`src/rtl/bch_channel_arbiter.sv`:
```
// rtl/bch_channel_arbiter.sv - round-robin frame arbiter sharing one BCH(63,51) decoder between N_CH bit-serial channels
// Optional: define BCH_ARB_STATS_EN to add the frames_done / frames_per_ch completion counters.
module bch_channel_arbiter #(
  parameter int N_CH      = 4,
  parameter int FRAME_LEN = 63
) (
  input  logic              clk,
  input  logic              rst_n,
  input  logic [N_CH-1:0]   ch_valid,
  input  logic [N_CH-1:0]   ch_data,
  output logic [N_CH-1:0]   ch_ready,
  output logic [N_CH-1:0]   ch_out_valid,
  output logic [N_CH-1:0]   ch_out_data,
  input  logic [N_CH-1:0]   ch_out_ready,
  output logic              dec_in_valid,
  output logic              dec_in_data,
  input  logic              dec_in_ready,
  input  logic              dec_out_valid,
  input  logic              dec_out_data,
  output logic              dec_out_ready,
  output logic [2:0]        grant_ch,
  output logic              busy
`ifdef BCH_ARB_STATS_EN
  ,
  output logic [15:0]       frames_done,
  output logic [N_CH*16-1:0] frames_per_ch
`endif
);

  typedef enum logic [1:0] {
    ST_IDLE   = 2'd0,
    ST_LOAD   = 2'd1,
    ST_UNLOAD = 2'd2
  } state_t;

  localparam logic [5:0] LAST_BEAT = 6'(FRAME_LEN - 1);
  localparam logic [2:0] LAST_CH   = 3'(N_CH - 1);

  state_t     state;
  logic [2:0] rr_ptr;
  logic [5:0] beat_cnt;

  // Channel vectors widened to 8 bits so a 3-bit channel number can index them for any N_CH.
  logic [7:0] valid_pad;
  logic [7:0] data_pad;
  logic [7:0] out_ready_pad;
  assign valid_pad     = 8'(ch_valid);
  assign data_pad      = 8'(ch_data);
  assign out_ready_pad = 8'(ch_out_ready);

  logic g_valid;
  logic g_data;
  logic g_out_ready;
  assign g_valid     = valid_pad[grant_ch];
  assign g_data      = data_pad[grant_ch];
  assign g_out_ready = out_ready_pad[grant_ch];

  logic in_beat;
  logic out_beat;
  assign in_beat  = (state == ST_LOAD) && g_valid && dec_in_ready;
  assign out_beat = (state == ST_UNLOAD) && dec_out_valid && g_out_ready;

  logic       req_any;
  logic [2:0] req_ch;

  // Pick the first requesting channel at or after rr_ptr, wrapping past the last channel.
  always_comb begin
    logic [3:0] idx;
    idx     = '0;
    req_any = 1'b0;
    req_ch  = '0;
    for (int i = 0; i < N_CH; i++) begin
      idx = {1'b0, rr_ptr} + 4'(i);
      if (idx >= 4'(N_CH)) idx = idx - 4'(N_CH);
      if (!req_any && valid_pad[idx[2:0]]) begin
        req_any = 1'b1;
        req_ch  = idx[2:0];
      end
    end
  end

  // Route the granted channel's handshakes to the decoder; every other channel sees zeros.
  always_comb begin
    ch_ready     = '0;
    ch_out_valid = '0;
    ch_out_data  = '0;
    for (int i = 0; i < N_CH; i++) begin
      if (grant_ch == 3'(i)) begin
        ch_ready[i]     = (state == ST_LOAD) && dec_in_ready;
        ch_out_valid[i] = (state == ST_UNLOAD) && dec_out_valid;
        ch_out_data[i]  = (state == ST_UNLOAD) && dec_out_data;
      end
    end
  end

  assign dec_in_valid  = (state == ST_LOAD) && g_valid;
  assign dec_in_data   = (state == ST_LOAD) && g_data;
  assign dec_out_ready = (state == ST_UNLOAD) && g_out_ready;
  assign busy          = (state != ST_IDLE);

  // Frame sequencer: arbitrate, stream 63 bits into the decoder, stream 63 corrected bits back.
  always_ff @(posedge clk or negedge rst_n) begin
    if (!rst_n) begin
      state    <= ST_IDLE;
      rr_ptr   <= '0;
      beat_cnt <= '0;
      grant_ch <= '0;
    end else begin
      case (state)
        ST_IDLE: begin
          if (req_any) begin
            grant_ch <= req_ch;
            beat_cnt <= '0;
            state    <= ST_LOAD;
          end
        end
        ST_LOAD: begin
          if (in_beat) begin
            if (beat_cnt == LAST_BEAT) begin
              beat_cnt <= '0;
              state    <= ST_UNLOAD;
            end else begin
              beat_cnt <= beat_cnt + 6'd1;
            end
          end
        end
        ST_UNLOAD: begin
          if (out_beat) begin
            if (beat_cnt == LAST_BEAT) begin
              beat_cnt <= '0;
              rr_ptr   <= (grant_ch == LAST_CH) ? 3'd0 : grant_ch + 3'd1;
              state    <= ST_IDLE;
            end else begin
              beat_cnt <= beat_cnt + 6'd1;
            end
          end
        end
        default: begin
          state    <= ST_IDLE;
          beat_cnt <= '0;
        end
      endcase
    end
  end

`ifdef BCH_ARB_STATS_EN
  logic        frame_done;
  logic [15:0] per_cnt [N_CH];
  assign frame_done = out_beat && (beat_cnt == LAST_BEAT);

  // Completed-frame counters, total and per channel; all wrap naturally at 16 bits.
  always_ff @(posedge clk or negedge rst_n) begin
    if (!rst_n) begin
      frames_done <= '0;
      for (int i = 0; i < N_CH; i++) per_cnt[i] <= '0;
    end else if (frame_done) begin
      frames_done <= frames_done + 16'd1;
      for (int i = 0; i < N_CH; i++) begin
        if (grant_ch == 3'(i)) per_cnt[i] <= per_cnt[i] + 16'd1;
      end
    end
  end

  for (genvar gi = 0; gi < N_CH; gi++) begin : g_stats
    assign frames_per_ch[gi*16 +: 16] = per_cnt[gi];
  end
`endif

endmodule

```
`config.mk`:
```
export PLATFORM = sky130hd
export DESIGN_NAME = bch_channel_arbiter
export DESIGN_NICKNAME = d
export VERILOG_FILES = /design/src/rtl/bch_channel_arbiter.sv
export SDC_FILE = /design/constraint.sdc
export NUM_CORES = 1
export LEC_CHECK = 0
export ABC_CLOCK_PERIOD_IN_PS = 5400
export CORE_MARGIN = 3
export CORE_UTILIZATION = 40
export DETAILED_ROUTE_END_ITERATION = 10
export GPL_TIMING_DRIVEN = 0
export PLACE_DENSITY = 0.75
export SYNTH_ARGS = -nofsm -noshare
export SYNTH_HDL_FRONTEND = slang
export SYNTH_SLANG_ARGS = --single-unit
```
`constraint.sdc`:
```
create_clock -name clk -period 5.4 [get_ports clk]
set_clock_uncertainty 0.05 [all_clocks]
set_input_delay 0.81 -clock clk [delete_from_list [all_inputs] [get_ports clk]]
set_output_delay 0.81 -clock clk [all_outputs]
set_load 0.05 [all_outputs]
```
==> results.sh, run 1 <==
export IMPL_outcome="completed"
export IMPL_grt_antenna_before_repair=0
export IMPL_cts_tree="built"
export IMPL_standard_cell_core_area_um2=3153
export IMPL_total_negative_setup_slacks_ns=0
export IMPL_fin_crit_ns=3.572
export IMPL_drv_slew=0
export IMPL_share_of_layout_cells_above_drive_strength_1_pct=12.43
export IMPL_ant_nets=0
export IMPL_total_leakage_power_nw=0.8359
export IMPL_vias_per_cell=5.786
export IMPL_drt_pass1_iter_count=4
export IMPL_grt_start_max_net_pins=15
export IMPL_timing_setup_critical_path_class="input pin to primary output"
export IMPL_slew_headroom_pct=58.14
export IMPL_cts_resized=0
export IMPL_end_kind="primary output"
export IMPL_worst_ep_arrival_time_ns=2.71
export IMPL_report_final_setup_viol=0
export IMPL_power_per_cell_area_nw_per_um2=358.4
export IMPL_drt_drc_violations_left=0
export IMPL_hold_path_startpoint="beat_cnt[5]$_DFFE_PN0P_"
export IMPL_worst_path_most_repeated_cell="clkdlybuf4s50_1"
export IMPL_final_cell_mix="35 x clkdlybuf4s50_1, 14 x inv_1, 14 x dfrtp_1"
export IMPL_synth_cell_types=44
export IMPL_tightest_slew_ns=0.6259
export IMPL_routed_wl_um=3390
export IMPL_report_final_hold_viol_count=0
export IMPL_clockBufferDepth=2
export IMPL_layout_filler_cells=294
export IMPL_ys_warnings_count=0
export IMPL_r2r_slack_ns=2.91
export IMPL_die_width_um=64.42
export IMPL_synth_flop_cell="dfrtp_1"
export IMPL_timing_fmax_mhz=279.9
export IMPL_mostFrequentLayoutCell="clkdlybuf4s50_1"
export IMPL_timing_reg2reg_worst_path_depth=9
export IMPL_maxCapViolCount=0
export IMPL_placement_io_buffers=35
export IMPL_dp_hpwl_um=2719
export IMPL_cts_post_setup_buffers_inserted=0
export IMPL_floorplan_die_area_um2=4149
export IMPL_vdd_drop_max_uv=218.7
export IMPL_post_synth_inst_count=146
export IMPL_crit_reg2reg_launch="rr_ptr[0]$_DFFE_PN0P_"
export IMPL_synth_async_sr_flop_share_pct=100.0
export IMPL_cp_slowest_cell="clkdlybuf4s50_1"
export IMPL_antenna_diode_count=0
export IMPL_area_delta_synth_final_pct=32.36
export IMPL_pin_count=36
export IMPL_number_of_core_rows=20
export IMPL_clock_sinks=14
export IMPL_route_vias_total=1325
export IMPL_clk_latency_ns=0.28
export IMPL_grt_first_pass_wirelength_um=5851
export IMPL_crit_path_cell_trace="clkdlybuf4s50_1 > mux2i_1 > mux2_2 > nor2b_1 > clkdlybuf4s50_1"
export IMPL_yosysSeqAreaShare_pct=25.66
export IMPL_global_route_usage_total_pct=17.16
export IMPL_synth_edf_count=0
export IMPL_worst_path_max_fanout=6
export IMPL_finalCoreUtilization_pct=57.30
export IMPL_r2r_end="beat_cnt[0]$_DFFE_PN0P_"
export IMPL_path_clk_slew_ns=0.09
export IMPL_crit_path_max_incr_delay_ns=0.81
export IMPL_detailed_router_s_first_iteration_violation_count=85
export IMPL_worst_path_bufs_invs=2
export IMPL_start_util_pct=43.29
export IMPL_finalNetCount=214
export IMPL_wire_per_inst_um=14.80
export IMPL_min_delay_path_class="flip-flop to flip-flop"
export IMPL_total_congestion_overflow=0
export IMPL_required_time_at_the_endpoint_of_the_critical_path_ns=4.54
export IMPL_cts_htree_levels=1
export IMPL_synth_nets=174
export IMPL_worst_setup_path_start_kind="input pin"
export IMPL_mappedNetlistArea_um2=1365
export IMPL_cts_root_buffer="clkbuf_4"
export IMPL_min_period_over_period_pct=66.16
export IMPL_syn_area_per_cell_um2=9.350
export IMPL_hold_depth=1
export IMPL_synth_ff_latch_count=14
export IMPL_crit_family="buffers and inverters"
export IMPL_end_of_the_worst_hold_path="beat_cnt[5]$_DFFE_PN0P_"
export IMPL_place_congestion=0.8908
export IMPL_grt_pass1_vias=1266
export IMPL_cts_buffers_inserted=3
export IMPL_post_cts_hold_buffer_count=0
export IMPL_rsz_0062_raised_after_global_routing="no"
export IMPL_die_height_um=64.42
[cell families (layout without fill, tap and decap cells)]
group | Yosys count | in the layout | share of synthesized area [%]
xor gates and xnor gates | 1 | 1 | 0.6417
adders and majority gates | 11 | 11 | 10.08
muxes | 14 | 14 | 13.29
AOI/OAI and AO/OA | 41 | 41 | 24.20
DFF | 14 | 14 | 25.66
buffers and inverters | 19 | 58 | 6.874
and+or+nand+nor | 46 | 46 | 19.25
[through the flow]
stage          instance area (µm²)  setup WS (ns)  power (W)  hold WS (ns)  instances
5_1_grt                       1807          1.721  0.0006977        0.5011        229
3_3_place_gp                  1770          1.856  0.0005546        0.4175        225
6_report                      1807          1.828  0.0006475        0.4719        229
3_5_place_dp                  1770          1.823  0.0005699        0.4497        225
2_1_floorplan                 1365          2.587  0.0004497        0.3981        146
4_1_cts                       1807          1.821  0.0006492        0.4700        229
[worst max path at each step]
| stage | cells after the start | from | slack [ns] | to |
|---|---|---|---|---|
| global placement | 5 | ch_valid[1] | 1.86 | dec_in_valid |
| CTS | 5 | ch_valid[1] | 1.82 | dec_in_valid |
| finish | 5 | ch_valid[1] | 1.83 | dec_in_valid |
| global route | 5 | ch_valid[1] | 1.72 | dec_in_valid |
| detailed placement | 5 | ch_valid[1] | 1.82 | dec_in_valid |
| floorplan | 4 | grant_ch[0]$_DFFE_PN0P_ | 2.59 | dec_in_valid |
[metal layers]
metal  up-vias  GRT usage, %  share of wire [%]
li1        624             -                  -
met1       638         22.46                 45
met2        61         29.25                 47
met3         2         3.466                7.4
met4         0         3.694               0.29
met5         -             0                  0
[power breakdown]
part	switching (W)	internal, W	total [W]
clock	0.0000370	0.0000411	0.0000781
sequential	0.0000251	0.000126	0.000151
combinational	0.000255	0.000164	0.000419
total	0.000317	0.000331	0.000648
[sequential cells by signal, indices dropped and copies added (netlist names)]
register,flops
state,2
grant_ch,3
rr_ptr,3
beat_cnt,6
[final cells by class]
type	count	area, µm²	area share, %
Clock buffer	4	36.28	2.008
Buffer	5	41.29	2.285
Timing Repair Buffer	35	350.3	19.39
Multi-Input combinational cell	113	920.9	50.97
Tap cell	44	55.05	3.047
Sequential cell	14	350.3	19.39
Inverter	14	52.55	2.909
[cells in the mapped netlist (2+ instances only)]
cell type | number | area [µm²]
a21oi_1 | 5 | 25.02
a31o_2 | 2 | 17.52
a31oi_1 | 3 | 18.77
and2_1 | 5 | 31.28
and3_1 | 13 | 81.33
buf_4 | 2 | 15.01
buf_6 | 2 | 22.52
dfrtp_1 | 14 | 350.3
ha_1 | 11 | 137.6
inv_1 | 14 | 52.55
mux2_2 | 3 | 33.78
mux2i_1 | 8 | 80.08
mux4_2 | 3 | 67.56
nand2_1 | 5 | 18.77
nand2b_1 | 2 | 12.51
nand3_1 | 4 | 20.02
nor2_1 | 4 | 15.01
nor2b_1 | 7 | 43.79
o21ai_0 | 7 | 35.03
o21ai_2 | 2 | 17.52
o31ai_1 | 5 | 37.54
o41ai_1 | 3 | 26.28
No activity file was read; power rests on OpenSTA's default activity.
==> run 2, diff against run 1 <==
- ABC_CLOCK_PERIOD_IN_PS: 5400 -> 2900
- PLACE_DENSITY: 0.75 -> 0.77
- clock period: 5.4 -> 2.9 ns (I/O delays scaled with it)
==> results.sh, run 2 (synthesized netlist as in run 1, its figures left out) <==
export IMPL_outcome="completed"
export IMPL_end_kind="primary output"
export IMPL_worst_ep_arrival_time_ns=2.23
export IMPL_mostFrequentLayoutCell="clkdlybuf4s50_1"
export IMPL_crit_reg2reg_launch="rr_ptr[0]$_DFFE_PN0P_"
export IMPL_min_delay_path_class="flip-flop to flip-flop"
export IMPL_die_height_um=64.42
export IMPL_grt_pass1_vias=1286
export IMPL_clockBufferDepth=2
export IMPL_cts_htree_levels=1
export IMPL_drt_pass1_iter_count=5
export IMPL_number_of_core_rows=20
export IMPL_number_of_flip_flops_under_the_largest_register_name=6
export IMPL_drv_slew=0
export IMPL_post_cts_hold_buffer_count=0
export IMPL_dp_hpwl_um=2722
export IMPL_required_time_at_the_endpoint_of_the_critical_path_ns=2.41
export IMPL_final_cell_mix="20 x clkdlybuf4s50_1, 14 x inv_1, 14 x dfrtp_1"
export IMPL_report_final_setup_viol=0
export IMPL_tightest_slew_ns=0.6517
export IMPL_share_of_layout_cells_above_drive_strength_1_pct=12.43
export IMPL_timing_fmax_mhz=368.6
export IMPL_grt_start_max_net_pins=15
export IMPL_timing_reg2reg_worst_path_depth=9
export IMPL_total_negative_setup_slacks_ns=0
export IMPL_post_dp_cell_area_um2=1770
export IMPL_fin_crit_ns=2.713
export IMPL_rsz_0062_raised_after_global_routing="no"
export IMPL_worst_setup_path_start_kind="flip-flop"
export IMPL_wire_per_inst_um=14.96
export IMPL_cts_tree="built"
export IMPL_floorplan_die_area_um2=4149
export IMPL_top_regs="beat_cnt: 6 flops, grant_ch: 3 flops, rr_ptr: 3 flops"
export IMPL_worst_path_max_fanout=10
export IMPL_crit_path_cell_trace="inv_1 > ha_1 > nor2b_1 > clkbuf_1 > and3_1 > dlygate4sd2_1"
export IMPL_pin_count=36
export IMPL_r2r_slack_ns=0.42
export IMPL_routed_wl_um=3426
export IMPL_dp_cells=225
export IMPL_drt_drc_violations_left=0
export IMPL_global_route_usage_total_pct=17.12
export IMPL_antenna_diode_count=0
export IMPL_crit_path_max_incr_delay_ns=0.53
export IMPL_ant_nets=0
export IMPL_end_of_the_worst_hold_path="beat_cnt[4]$_DFFE_PN0P_"
export IMPL_place_congestion=0.9164
export IMPL_cp_slowest_cell="dlygate4sd2_1"
export IMPL_r2r_end="beat_cnt[0]$_DFFE_PN0P_"
export IMPL_finalCoreUtilization_pct=57.30
export IMPL_clk_latency_ns=0.29
export IMPL_post_route_cell_area_um2=1807
export IMPL_finalNetCount=214
export IMPL_placement_io_buffers=35
export IMPL_hold_depth=1
export IMPL_total_congestion_overflow=0
export IMPL_detailed_router_s_first_iteration_violation_count=62
export IMPL_hold_path_startpoint="beat_cnt[4]$_DFFE_PN0P_"
export IMPL_stdcell_count=229
export IMPL_clock_sinks=14
export IMPL_timing_setup_critical_path_class="flip-flop to primary output"
export IMPL_cts_buffers_inserted=3
export IMPL_route_vias_total=1298
export IMPL_grt_antenna_before_repair=0
export IMPL_area_delta_synth_final_pct=32.36
export IMPL_final_hold_worst_slack_ns=0.4464
export IMPL_total_leakage_power_nw=0.9623
export IMPL_standard_cell_core_area_um2=3153
export IMPL_vdd_drop_max_uv=300.5
export IMPL_max_flop_register="beat_cnt"
export IMPL_power_per_cell_area_nw_per_um2=664.1
export IMPL_path_clk_slew_ns=0.09
export IMPL_report_final_hold_viol_count=0
export IMPL_slew_headroom_pct=56.42
export IMPL_cts_root_buffer="clkbuf_4"
export IMPL_vias_per_cell=5.668
export IMPL_min_period_over_period_pct=93.56
export IMPL_grt_first_pass_wirelength_um=5837
export IMPL_start_util_pct=43.29
export IMPL_maxCapViolCount=0
export IMPL_die_width_um=64.42
[run 2: cell types whose count changed in the layout (fill, tap and decap cells not counted), sizes merged]
cell	delta
dlymetal6s2s	+5
clkdlybuf4s50	-15
dlygate4sd2	+10
[run 2: worst max-delay path by stage]
stage	start	end	slack, ns
floorplan	grant_ch[0]$_DFFE_PN0P_	dec_in_valid	0.46
global placement	ch_valid[1]	dec_in_valid	0.1
detailed placement	ch_valid[1]	dec_in_valid	0.08
CTS	state[1]$_DFFE_PN0P_	ch_ready[2]	0.008
global route	state[0]$_DFFE_PN0P_	ch_out_data[3]	0.08
finish	state[0]$_DFFE_PN0P_	ch_out_valid[0]	0.19
[run 2: layer usage]
layer	global-route usage, %	vias up	share of wire, %
met3	4.159	5	8.0
met1	18.83	614	42
met5	0	-	0
met4	3.166	0	0.85
met2	33.12	55	49
li1	-	624	-
[run 2: area by class of cell]
type | instances | area, µm²
Buffer | 5 | 41.29
Clock buffer | 4 | 36.28
Fill cell | 284 | 1346
Inverter | 14 | 52.55
Multi-Input combinational cell | 113 | 920.9
Sequential cell | 14 | 350.3
Tap cell | 44 | 55.05
Timing Repair Buffer | 35 | 350.3
[run 2: per-stage QoR]
stage / power, W / worst slack [ns]
6_report: 0.001200 / 0.1867
5_1_grt: 0.001285 / 0.07928
4_1_cts: 0.001206 / 0.007621
3_5_place_dp: 0.001058 / 0.07726
3_3_place_gp: 0.001030 / 0.09594
2_1_floorplan: 0.0008374 / 0.4620
[run 2: timing repair]
| action | 4_1_cts | 5_1_grt |
|---|---|---|
| setup buffers | 0 | 0 |
| gates resized for setup | 10 | 5 |
| pin swaps | 0 | 0 |
| endpoints found under the setup margin | 10 | 5 |
| cloned | 0 | 0 |
[run 2: worst max-delay path, delay by kind of cell (launching register included)]
| kind | cells | cell delay, ns |
|---|---|---|
| adder cells (fa/ha/maj) | 1 | 0.28 |
| buffers and inverters | 3 | 0.90 |
| flip-flops | 1 | 0.41 |
| AND/OR/NAND/NOR | 2 | 0.36 |
[run 2: where the power goes]
part	switching, W	internal, W	total (W)
Sequential	0.0000466	0.000234	0.000281
Combinational	0.000471	0.000302	0.000773
Clock	0.0000698	0.0000765	0.000146
==> run 3, diff against run 2 <==
- CTS_BUF_LIST: default -> sky130_fd_sc_hd__clkbuf_2 sky130_fd_sc_hd__clkbuf_4 sky130_fd_sc_hd__clkbuf_8
==> results of run 3 <==
Same layout as run 2: the final DEF is identical, and so are final timing and power.
